`config.mk`:
```
export PLATFORM = sky130hd
export DESIGN_NAME = pipe_ctrl_unit_flat
export DESIGN_NICKNAME = d
export VERILOG_FILES = /design/src/rtl/pipe_ctrl_pkg.sv /design/src/rtl/pipe_ctrl_unit_if.sv /design/src/rtl/pipe_ctrl_unit_ctrl_decode.sv /design/src/rtl/pipe_ctrl_unit.sv /design/src/flat_wrapper.sv
export SDC_FILE = /design/constraint.sdc
export NUM_CORES = 1
export LEC_CHECK = 0
export CORE_MARGIN = 3
export CORE_UTILIZATION = 25
export CTS_CLUSTER_SIZE = 20
export DETAILED_ROUTE_END_ITERATION = 8
export GPL_TIMING_DRIVEN = 0
export HOLD_SLACK_MARGIN = 0.03
export SLEW_MARGIN = 20
export SYNTH_ARGS = -nofsm -noshare
export SYNTH_HDL_FRONTEND = slang
export SYNTH_HIERARCHICAL = 1
export SYNTH_SLANG_ARGS = --single-unit
```
`constraint.sdc`:
```
create_clock -name clk_i -period 2.18 [get_ports clk_i]
set_input_delay 0.218 -clock clk_i [delete_from_list [all_inputs] [get_ports clk_i]]
set_output_delay 0.218 -clock clk_i [all_outputs]
set_load 0.05 [all_outputs]
```
`src/rtl/pipe_ctrl_pkg.sv`:
```
// Shared encodings and control-bundle types for the pipelined control unit.
// Bundles nest per stage so each pipeline register keeps only what it still needs.
package pipe_ctrl_pkg;

  localparam logic [6:0] OP_R    = 7'b0110011;
  localparam logic [6:0] OP_IALU = 7'b0010011;
  localparam logic [6:0] OP_LW   = 7'b0000011;
  localparam logic [6:0] OP_SW   = 7'b0100011;
  localparam logic [6:0] OP_BEQ  = 7'b1100011;
  localparam logic [6:0] OP_JAL  = 7'b1101111;

  localparam logic [1:0] ALUOP_ADD = 2'b00;
  localparam logic [1:0] ALUOP_SUB = 2'b01;
  localparam logic [1:0] ALUOP_R   = 2'b10;
  localparam logic [1:0] ALUOP_I   = 2'b11;

  localparam logic [1:0] WB_ALU = 2'b00;
  localparam logic [1:0] WB_MEM = 2'b01;
  localparam logic [1:0] WB_PC4 = 2'b10;

  typedef struct packed {
    logic       reg_write;
    logic [1:0] wb_sel;
  } wb_ctrl_t;

  typedef struct packed {
    logic     mem_read;
    logic     mem_write;
    wb_ctrl_t w;
  } mem_ctrl_t;

  typedef struct packed {
    logic [1:0] alu_op;
    logic       alu_src;
    mem_ctrl_t  m;
  } ex_ctrl_t;

  typedef struct packed {
    logic     branch;
    logic     jump;
    ex_ctrl_t ex;
  } ctrl_bundle_t;

  localparam ctrl_bundle_t CTRL_NOP = '0;

  // Formats whose rs2 field is immediate bits must not trigger a load-use stall.
  function automatic logic uses_rs2(input logic [6:0] op);
    return !(op == OP_IALU || op == OP_LW || op == OP_JAL);
  endfunction

endpackage

```
`src/rtl/pipe_ctrl_unit_if.sv`:
```
// ID-stage inputs and per-stage control outputs of the pipeline control unit.
interface pipe_ctrl_if #(
  parameter int REG_AW  = 5,
  parameter int ALUOP_W = 2
);
  logic [6:0]         op_i;
  logic [REG_AW-1:0]  rs1_i;
  logic [REG_AW-1:0]  rs2_i;
  logic [REG_AW-1:0]  rd_i;
  logic               br_taken_i;
  logic               freeze_i;
  logic               pc_write_o;
  logic               ifid_write_o;
  logic               ifid_flush_o;
  logic               branch_o;
  logic               jump_o;
  logic [ALUOP_W-1:0] ex_alu_op_o;
  logic               ex_alu_src_o;
  logic [REG_AW-1:0]  ex_rd_o;
  logic               mem_read_o;
  logic               mem_write_o;
  logic [REG_AW-1:0]  mem_rd_o;
  logic               wb_reg_write_o;
  logic [1:0]         wb_sel_o;
  logic [REG_AW-1:0]  wb_rd_o;

  modport master (
    output op_i, rs1_i, rs2_i, rd_i, br_taken_i, freeze_i,
    input  pc_write_o, ifid_write_o, ifid_flush_o, branch_o, jump_o,
    input  ex_alu_op_o, ex_alu_src_o, ex_rd_o,
    input  mem_read_o, mem_write_o, mem_rd_o,
    input  wb_reg_write_o, wb_sel_o, wb_rd_o
  );

  modport slave (
    input  op_i, rs1_i, rs2_i, rd_i, br_taken_i, freeze_i,
    output pc_write_o, ifid_write_o, ifid_flush_o, branch_o, jump_o,
    output ex_alu_op_o, ex_alu_src_o, ex_rd_o,
    output mem_read_o, mem_write_o, mem_rd_o,
    output wb_reg_write_o, wb_sel_o, wb_rd_o
  );
endinterface

```
`src/rtl/pipe_ctrl_unit_ctrl_decode.sv`:
```
// Combinational RV32 opcode decoder producing the full control bundle for ID.
module ctrl_decode
  import pipe_ctrl_pkg::*;
#(
  parameter int JAL_EN = 0
) (
  input  logic [6:0]   op,
  output ctrl_bundle_t ctrl,
  output logic         use_rs2
);

  always_comb begin
    ctrl    = CTRL_NOP;
    use_rs2 = uses_rs2(op);
    case (op)
      OP_R: begin
        ctrl.ex.m.w.reg_write = 1'b1;
        ctrl.ex.alu_op        = ALUOP_R;
      end
      OP_IALU: begin
        ctrl.ex.m.w.reg_write = 1'b1;
        ctrl.ex.alu_src       = 1'b1;
        ctrl.ex.alu_op        = ALUOP_I;
      end
      OP_LW: begin
        ctrl.ex.m.w.reg_write = 1'b1;
        ctrl.ex.alu_src       = 1'b1;
        ctrl.ex.m.mem_read    = 1'b1;
        ctrl.ex.m.w.wb_sel    = WB_MEM;
        ctrl.ex.alu_op        = ALUOP_ADD;
      end
      OP_SW: begin
        ctrl.ex.alu_src    = 1'b1;
        ctrl.ex.m.mem_write = 1'b1;
        ctrl.ex.alu_op     = ALUOP_ADD;
      end
      OP_BEQ: begin
        ctrl.branch    = 1'b1;
        ctrl.ex.alu_op = ALUOP_SUB;
      end
      OP_JAL: begin
        if (JAL_EN != 0) begin
          ctrl.jump             = 1'b1;
          ctrl.ex.m.w.reg_write = 1'b1;
          ctrl.ex.m.w.wb_sel    = WB_PC4;
        end
      end
      default: ;
    endcase
  end

endmodule

```
`src/rtl/pipe_ctrl_unit.sv`:
```
// Pipelined control unit: ID decode, ID/EX, EX/MEM, MEM/WB control registers,
// load-use stall with bubble insertion, branch/jump flush and global freeze.
module pipe_ctrl_unit
  import pipe_ctrl_pkg::*;
#(
  parameter int REG_AW  = 5,
  parameter int ALUOP_W = 2,
  parameter int JAL_EN  = 0
) (
  input logic        clk_i,
  input logic        rst_i,
  pipe_ctrl_if.slave bus
);

  ctrl_bundle_t      id_c;
  logic              id_use_rs2;
  ex_ctrl_t          ex_c;
  mem_ctrl_t         mem_c;
  wb_ctrl_t          wb_c;
  logic [REG_AW-1:0] ex_rd, mem_rd, wb_rd;
  logic              hazard;

  ctrl_decode #(.JAL_EN(JAL_EN)) u_decode (
    .op      (bus.op_i),
    .ctrl    (id_c),
    .use_rs2 (id_use_rs2)
  );

  // x0 never carries a real value, so a load into x0 cannot create a dependency.
  assign hazard = ex_c.m.mem_read && (ex_rd != '0) &&
                  ((ex_rd == bus.rs1_i) || (id_use_rs2 && (ex_rd == bus.rs2_i)));

  assign bus.pc_write_o   = !bus.freeze_i && !hazard;
  assign bus.ifid_write_o = !bus.freeze_i && !hazard;
  assign bus.ifid_flush_o = (bus.br_taken_i || id_c.jump) && !hazard && !bus.freeze_i;
  assign bus.branch_o     = id_c.branch;
  assign bus.jump_o       = id_c.jump;

  // Bubbles carry rd=0 so forwarding comparators downstream never hit them.
  always_ff @(posedge clk_i or posedge rst_i) begin
    if (rst_i) begin
      ex_c   <= '0;
      mem_c  <= '0;
      wb_c   <= '0;
      ex_rd  <= '0;
      mem_rd <= '0;
      wb_rd  <= '0;
    end else if (!bus.freeze_i) begin
      ex_c   <= hazard ? CTRL_NOP.ex : id_c.ex;
      ex_rd  <= hazard ? '0 : bus.rd_i;
      mem_c  <= ex_c.m;
      mem_rd <= ex_rd;
      wb_c   <= mem_c.w;
      wb_rd  <= mem_rd;
    end
  end

  assign bus.ex_alu_op_o    = ALUOP_W'(ex_c.alu_op);
  assign bus.ex_alu_src_o   = ex_c.alu_src;
  assign bus.ex_rd_o        = ex_rd;
  assign bus.mem_read_o     = mem_c.mem_read;
  assign bus.mem_write_o    = mem_c.mem_write;
  assign bus.mem_rd_o       = mem_rd;
  assign bus.wb_reg_write_o = wb_c.reg_write;
  assign bus.wb_sel_o       = wb_c.wb_sel;
  assign bus.wb_rd_o        = wb_rd;

endmodule

```
`src/flat_wrapper.sv`:
```
// flat-port wrapper written by rule: the top's interface ports become plain ports
module pipe_ctrl_unit_flat import pipe_ctrl_pkg::*;
#(
  parameter int REG_AW  = 5,
  parameter int ALUOP_W = 2,
  parameter int JAL_EN  = 0
)
  (clk_i, rst_i, bus_op_i, bus_rs1_i, bus_rs2_i, bus_rd_i, bus_br_taken_i, bus_freeze_i, bus_pc_write_o, bus_ifid_write_o, bus_ifid_flush_o, bus_branch_o, bus_jump_o, bus_ex_alu_op_o, bus_ex_alu_src_o, bus_ex_rd_o, bus_mem_read_o, bus_mem_write_o, bus_mem_rd_o, bus_wb_reg_write_o, bus_wb_sel_o, bus_wb_rd_o);
  pipe_ctrl_if #(.REG_AW(REG_AW), .ALUOP_W(ALUOP_W)) bus_i ();
  input logic clk_i;
  input logic rst_i;
  input wire logic [$bits(bus_i.op_i)-1:0] bus_op_i;
  input wire logic [$bits(bus_i.rs1_i)-1:0] bus_rs1_i;
  input wire logic [$bits(bus_i.rs2_i)-1:0] bus_rs2_i;
  input wire logic [$bits(bus_i.rd_i)-1:0] bus_rd_i;
  input wire logic [$bits(bus_i.br_taken_i)-1:0] bus_br_taken_i;
  input wire logic [$bits(bus_i.freeze_i)-1:0] bus_freeze_i;
  output wire logic [$bits(bus_i.pc_write_o)-1:0] bus_pc_write_o;
  output wire logic [$bits(bus_i.ifid_write_o)-1:0] bus_ifid_write_o;
  output wire logic [$bits(bus_i.ifid_flush_o)-1:0] bus_ifid_flush_o;
  output wire logic [$bits(bus_i.branch_o)-1:0] bus_branch_o;
  output wire logic [$bits(bus_i.jump_o)-1:0] bus_jump_o;
  output wire logic [$bits(bus_i.ex_alu_op_o)-1:0] bus_ex_alu_op_o;
  output wire logic [$bits(bus_i.ex_alu_src_o)-1:0] bus_ex_alu_src_o;
  output wire logic [$bits(bus_i.ex_rd_o)-1:0] bus_ex_rd_o;
  output wire logic [$bits(bus_i.mem_read_o)-1:0] bus_mem_read_o;
  output wire logic [$bits(bus_i.mem_write_o)-1:0] bus_mem_write_o;
  output wire logic [$bits(bus_i.mem_rd_o)-1:0] bus_mem_rd_o;
  output wire logic [$bits(bus_i.wb_reg_write_o)-1:0] bus_wb_reg_write_o;
  output wire logic [$bits(bus_i.wb_sel_o)-1:0] bus_wb_sel_o;
  output wire logic [$bits(bus_i.wb_rd_o)-1:0] bus_wb_rd_o;
  assign bus_i.op_i = bus_op_i;
  assign bus_i.rs1_i = bus_rs1_i;
  assign bus_i.rs2_i = bus_rs2_i;
  assign bus_i.rd_i = bus_rd_i;
  assign bus_i.br_taken_i = bus_br_taken_i;
  assign bus_i.freeze_i = bus_freeze_i;
  assign bus_pc_write_o = bus_i.pc_write_o;
  assign bus_ifid_write_o = bus_i.ifid_write_o;
  assign bus_ifid_flush_o = bus_i.ifid_flush_o;
  assign bus_branch_o = bus_i.branch_o;
  assign bus_jump_o = bus_i.jump_o;
  assign bus_ex_alu_op_o = bus_i.ex_alu_op_o;
  assign bus_ex_alu_src_o = bus_i.ex_alu_src_o;
  assign bus_ex_rd_o = bus_i.ex_rd_o;
  assign bus_mem_read_o = bus_i.mem_read_o;
  assign bus_mem_write_o = bus_i.mem_write_o;
  assign bus_mem_rd_o = bus_i.mem_rd_o;
  assign bus_wb_reg_write_o = bus_i.wb_reg_write_o;
  assign bus_wb_sel_o = bus_i.wb_sel_o;
  assign bus_wb_rd_o = bus_i.wb_rd_o;
  pipe_ctrl_unit #(.REG_AW(REG_AW), .ALUOP_W(ALUOP_W), .JAL_EN(JAL_EN)) u_core (.clk_i(clk_i), .rst_i(rst_i), .bus(bus_i));
endmodule
```
==> summary.md <==
| Metric | Value |
|---|---|
| Slew headroom | 0.448 |
| Vias in the first global route | 1,199 |
| Post-synthesis cell type count | 29 |
| R2R cell count | 5 |
| Design area | 2400 sq um |
| Htree depth | 2 |
| Worst-Margin Slew | 0.828 ns |
| Pre-CTS WS | -1.04 ns |
| Slew Limit Fails | 0 |
| Synth warnings | 6 |
| Initial antenna violation count | 0 |
| PortBufs | 50 |
| Kind of end point of the critical path | primary output |
| I/O pin count | 54 |
| TritonRoute pass-1 iters | 4 |
| Fill count | 587 |
| Die Wd | 85.3 microns |
| Global route overflow | 0 |
| Core area | 6030 sq um |
| DR iter-0 viols | 34 |
| Final nets | 220 |
| Pwr Total | 0.00171 W |
| Sequential area share after synthesis | 0.493 |
| Worst Path Buf+Inv | 1 |
| Max FO, Critical Path | 3 |
| CTS tree | yes |
| First-pass GRT wire length | 6.04 mm |
| Post-DP HPWL | 2.67 mm |
| Clk buf depth | 2 |
| Mapped Cells | 127 |
| RR Startpoint | u_core/bus.ex_rd_o[2]$_DFFE_PP0N_ |
| CP delay by family, top | simple AND/OR/NAND/NOR gates |
| Clock slew at reported path FFs | 0.07 ns |
| Vias/cell | 4.34 |
| Reg2reg setup slack | 0.49 ns |
| Clk Latency, worst-skew pair | 0.28 ns |
| Remaining antenna violation count | 0 |
| CP Launch Point | u_core/bus.ex_rd_o[2]$_DFFE_PP0N_ |
| Met1 Wirelength | 1.61 mm |
| ANT cells | 0 |
| Crit path arrival time | 1.89 ns |
| DR WL met2 | 1.78 mm |
| Critical path cell sequence | or4_1 -> o21a_2 -> a211oi_4 -> buf_6 |
| CTS sink count | 31 |
| Flops & latches, synth | 31 |
| Die Y | 85.3 microns |
| Leak | 1.02 nW |
| Total CTS buffers | 5 |
| Fmax achieved | 473 MHz |
| Max VDD drop | 338 uV |
| Post-synthesis cell area | 1570 sq um |
| Routed wire length | 3.64 mm |
| Crit path kind | flip-flop to primary output |
| Via count | 1,173 |
| Initial Util | 0.261 |
| Worst setup SP type | flip-flop |
| Worst path depth | 4 |
| CP max stage cell | or4_1 |
| Placer Congestion | 0.687 |
| Hold Vio Cnt, Final | 0 |
| WL/cell | 13.5 microns |
| # setup viols final | 0 |
| Post-route minimum period | 2.11 ns |
| DR WL met3 | 219 microns |
| DP Area | 2220 sq um |
| CP peak stage delay | 0.52 ns |
| CP Capture Point | bus_ifid_flush_o |
| Area grow syn2layout | 52.7% |
| Root Buffer | clkbuf_8 |
| Full die area | 7280 sq um |
| Syn_area_per_cell | 12.4 sq um |
| Status | finished, final reports clean |
| # rows | 28 |
| Tot GR Track Use | 0.106 |
| Hold WC Path Type | input pin to flip-flop |
| R2r endpoint | u_core/bus.ex_rd_o[3]$_DFFE_PP0N_ |
| Maxcap violations | 0 |
| Final Cycle Share | 0.969 |
| CTS Hold Bufs | 0 |
| Top sig layer | met4 |
| Min Hold Slack | 0.258 ns |
| Setup WS post-layout | 0.0678 ns |
| Largest net degree at the start of global routing | 32 |
| Power per cell area | 710 nW/um^2 |
| Setup Skew | 0.00846 ns |
| Req. time, crit path | 1.96 ns |
| Share of cells above drive strength 1 | 0.369 |
| Residual DRC | 0 |
| Final setup TNS | 0 ns |
## worst reg2reg max path, stage by stage, from the launching register on
cell     delay (ns)
dfrtp_2        0.40
or4_1          0.52
o21a_2         0.26
nor2b_4        0.15
buf_6          0.15
a21oi_2        0.13
## final cells by class
type | count | area [sq um] | share of cell area
buffer | 14 | 105 | 0.0437
clock buffer | 7 | 96.3 | 0.0401
clock inverter | 1 | 7.51 | 0.00312
inverter | 1 | 3.75 | 0.00156
multi-input combinational | 82 | 748 | 0.311
sequential | 31 | 782 | 0.325
tap | 75 | 93.8 | 0.0390
timing repair buffer | 59 | 567 | 0.236
## worst min path at each step
stage | start | to | cells after the start
final | bus_freeze_i | u_core/bus.mem_read_o$_DFFE_PP0N_ | 2
after global routing | bus_freeze_i | u_core/bus.mem_write_o$_DFFE_PP0N_ | 2
after CTS | bus_freeze_i | u_core/bus.mem_read_o$_DFFE_PP0N_ | 2
after detailed placement | u_core/mem_c[2]$_DFFE_PP0N_ | u_core/mem_c[2]$_DFFE_PP0N_ | 1
after global placement | u_core/mem_c[0]$_DFFE_PP0N_ | u_core/bus.wb_sel_o[0]$_DFFE_PP0N_ | 1
after floorplan | rst_i | u_core/bus.ex_alu_op_o[0]$_DFFE_PP0N_ | 1
## per-stage QoR
stage                     std cells   util
after global routing            270  0.399
after detailed placement        253  0.368
after CTS                       264  0.391
after floorplan                 128      -
final                           270  0.399
after global placement          253  0.368
## power breakdown
group          switching, W  leakage (nW)  internal, W
Sequential        0.0000371         0.387     0.000630
Clock              0.000213        0.0505     0.000287
Combinational      0.000311         0.578     0.000228
Total              0.000561          1.02      0.00115
## flip-flops by register name (all words and copies together) (netlist names)
signal,flops
u_core/bus.ex_alu_src_o,1
u_core/ex_c,5
u_core/bus.mem_read_o,1
u_core/bus.wb_sel_o,2
u_core/bus.mem_rd_o,5
u_core/bus.wb_reg_write_o,1
u_core/bus.wb_rd_o,5
u_core/bus.ex_alu_op_o,2
u_core/bus.ex_rd_o,5
u_core/mem_c,3
u_core/bus.mem_write_o,1
## cells by family (layout without fill, tap and decap cells)
family,Yosys count,count (layout),share of synthesized area
mux,31,31,0.211
flops,31,31,0.493
compound gates,20,20,0.0954
simple gates,19,19,0.0795
buf+inv,15,82,0.0628
xor+xnor,10,10,0.0556
other cells,1,2,0.00238
## what timing repair did
action / 4_1_cts / 5_1_grt
gates resized for setup: 29 / 3
setup buffers: 3 / 6
endpoints found under the setup margin: 3 / 4
pin swaps: 3 / 3
endpoints found under the hold margin: 0 / 0
## routing by layer
metal | GRT usage | vias to the layer above
met4 | 0.0345 | 0
met3 | 0.0359 | 4
met5 | 0 | -
met1 | 0.135 | 562
li1 | - | 577
met2 | 0.167 | 30
## synthesized netlist by cell type, drive strengths merged
| library cell | count | share of area |
|---|---|---|
| xnor2 | 10 | 0.056 |
| clkbuf | 4 | 0.0095 |
| a211oi | 2 | 0.0095 |
| buf | 10 | 0.051 |
| nand2 | 3 | 0.0072 |
| nor3 | 1 | 0.0032 |
| o21a | 1 | 0.0048 |
| inv | 1 | 0.0024 |
| dfrtp | 31 | 0.49 |
| or4 | 2 | 0.0095 |
| mux2i | 13 | 0.083 |
| nor3b | 2 | 0.0095 |
| mux2 | 18 | 0.13 |
| nand3b | 1 | 0.0048 |
| a21oi | 15 | 0.072 |
| nand4bb | 1 | 0.0072 |
| nand4 | 2 | 0.0079 |
| o22a | 1 | 0.0056 |
| nor2 | 2 | 0.0048 |
| nor2b | 2 | 0.013 |
| nor4 | 1 | 0.0040 |
| o22ai | 1 | 0.0040 |
| conb | 1 | 0.0024 |
| nand3 | 1 | 0.0032 |
| or3b | 1 | 0.0056 |
## cells in the final DEF (no fill, tap or decap), types with 2 or more instances in the layout
cell	count
dfrtp_2	5
conb_1	2
xnor2_1	10
a21oi_2	10
buf_6	5
mux2i_1	13
clkbuf_1	4
mux2_2	18
dlygate4sd2_1	2
nand2_1	2
clkbuf_8	7
nor2_1	2
buf_4	16
clkdlybuf4s50_1	43
nor3b_1	2
dfrtp_1	26
nand4_1	2
a21oi_1	4
No activity file was read; power rests on OpenSTA's default activity.
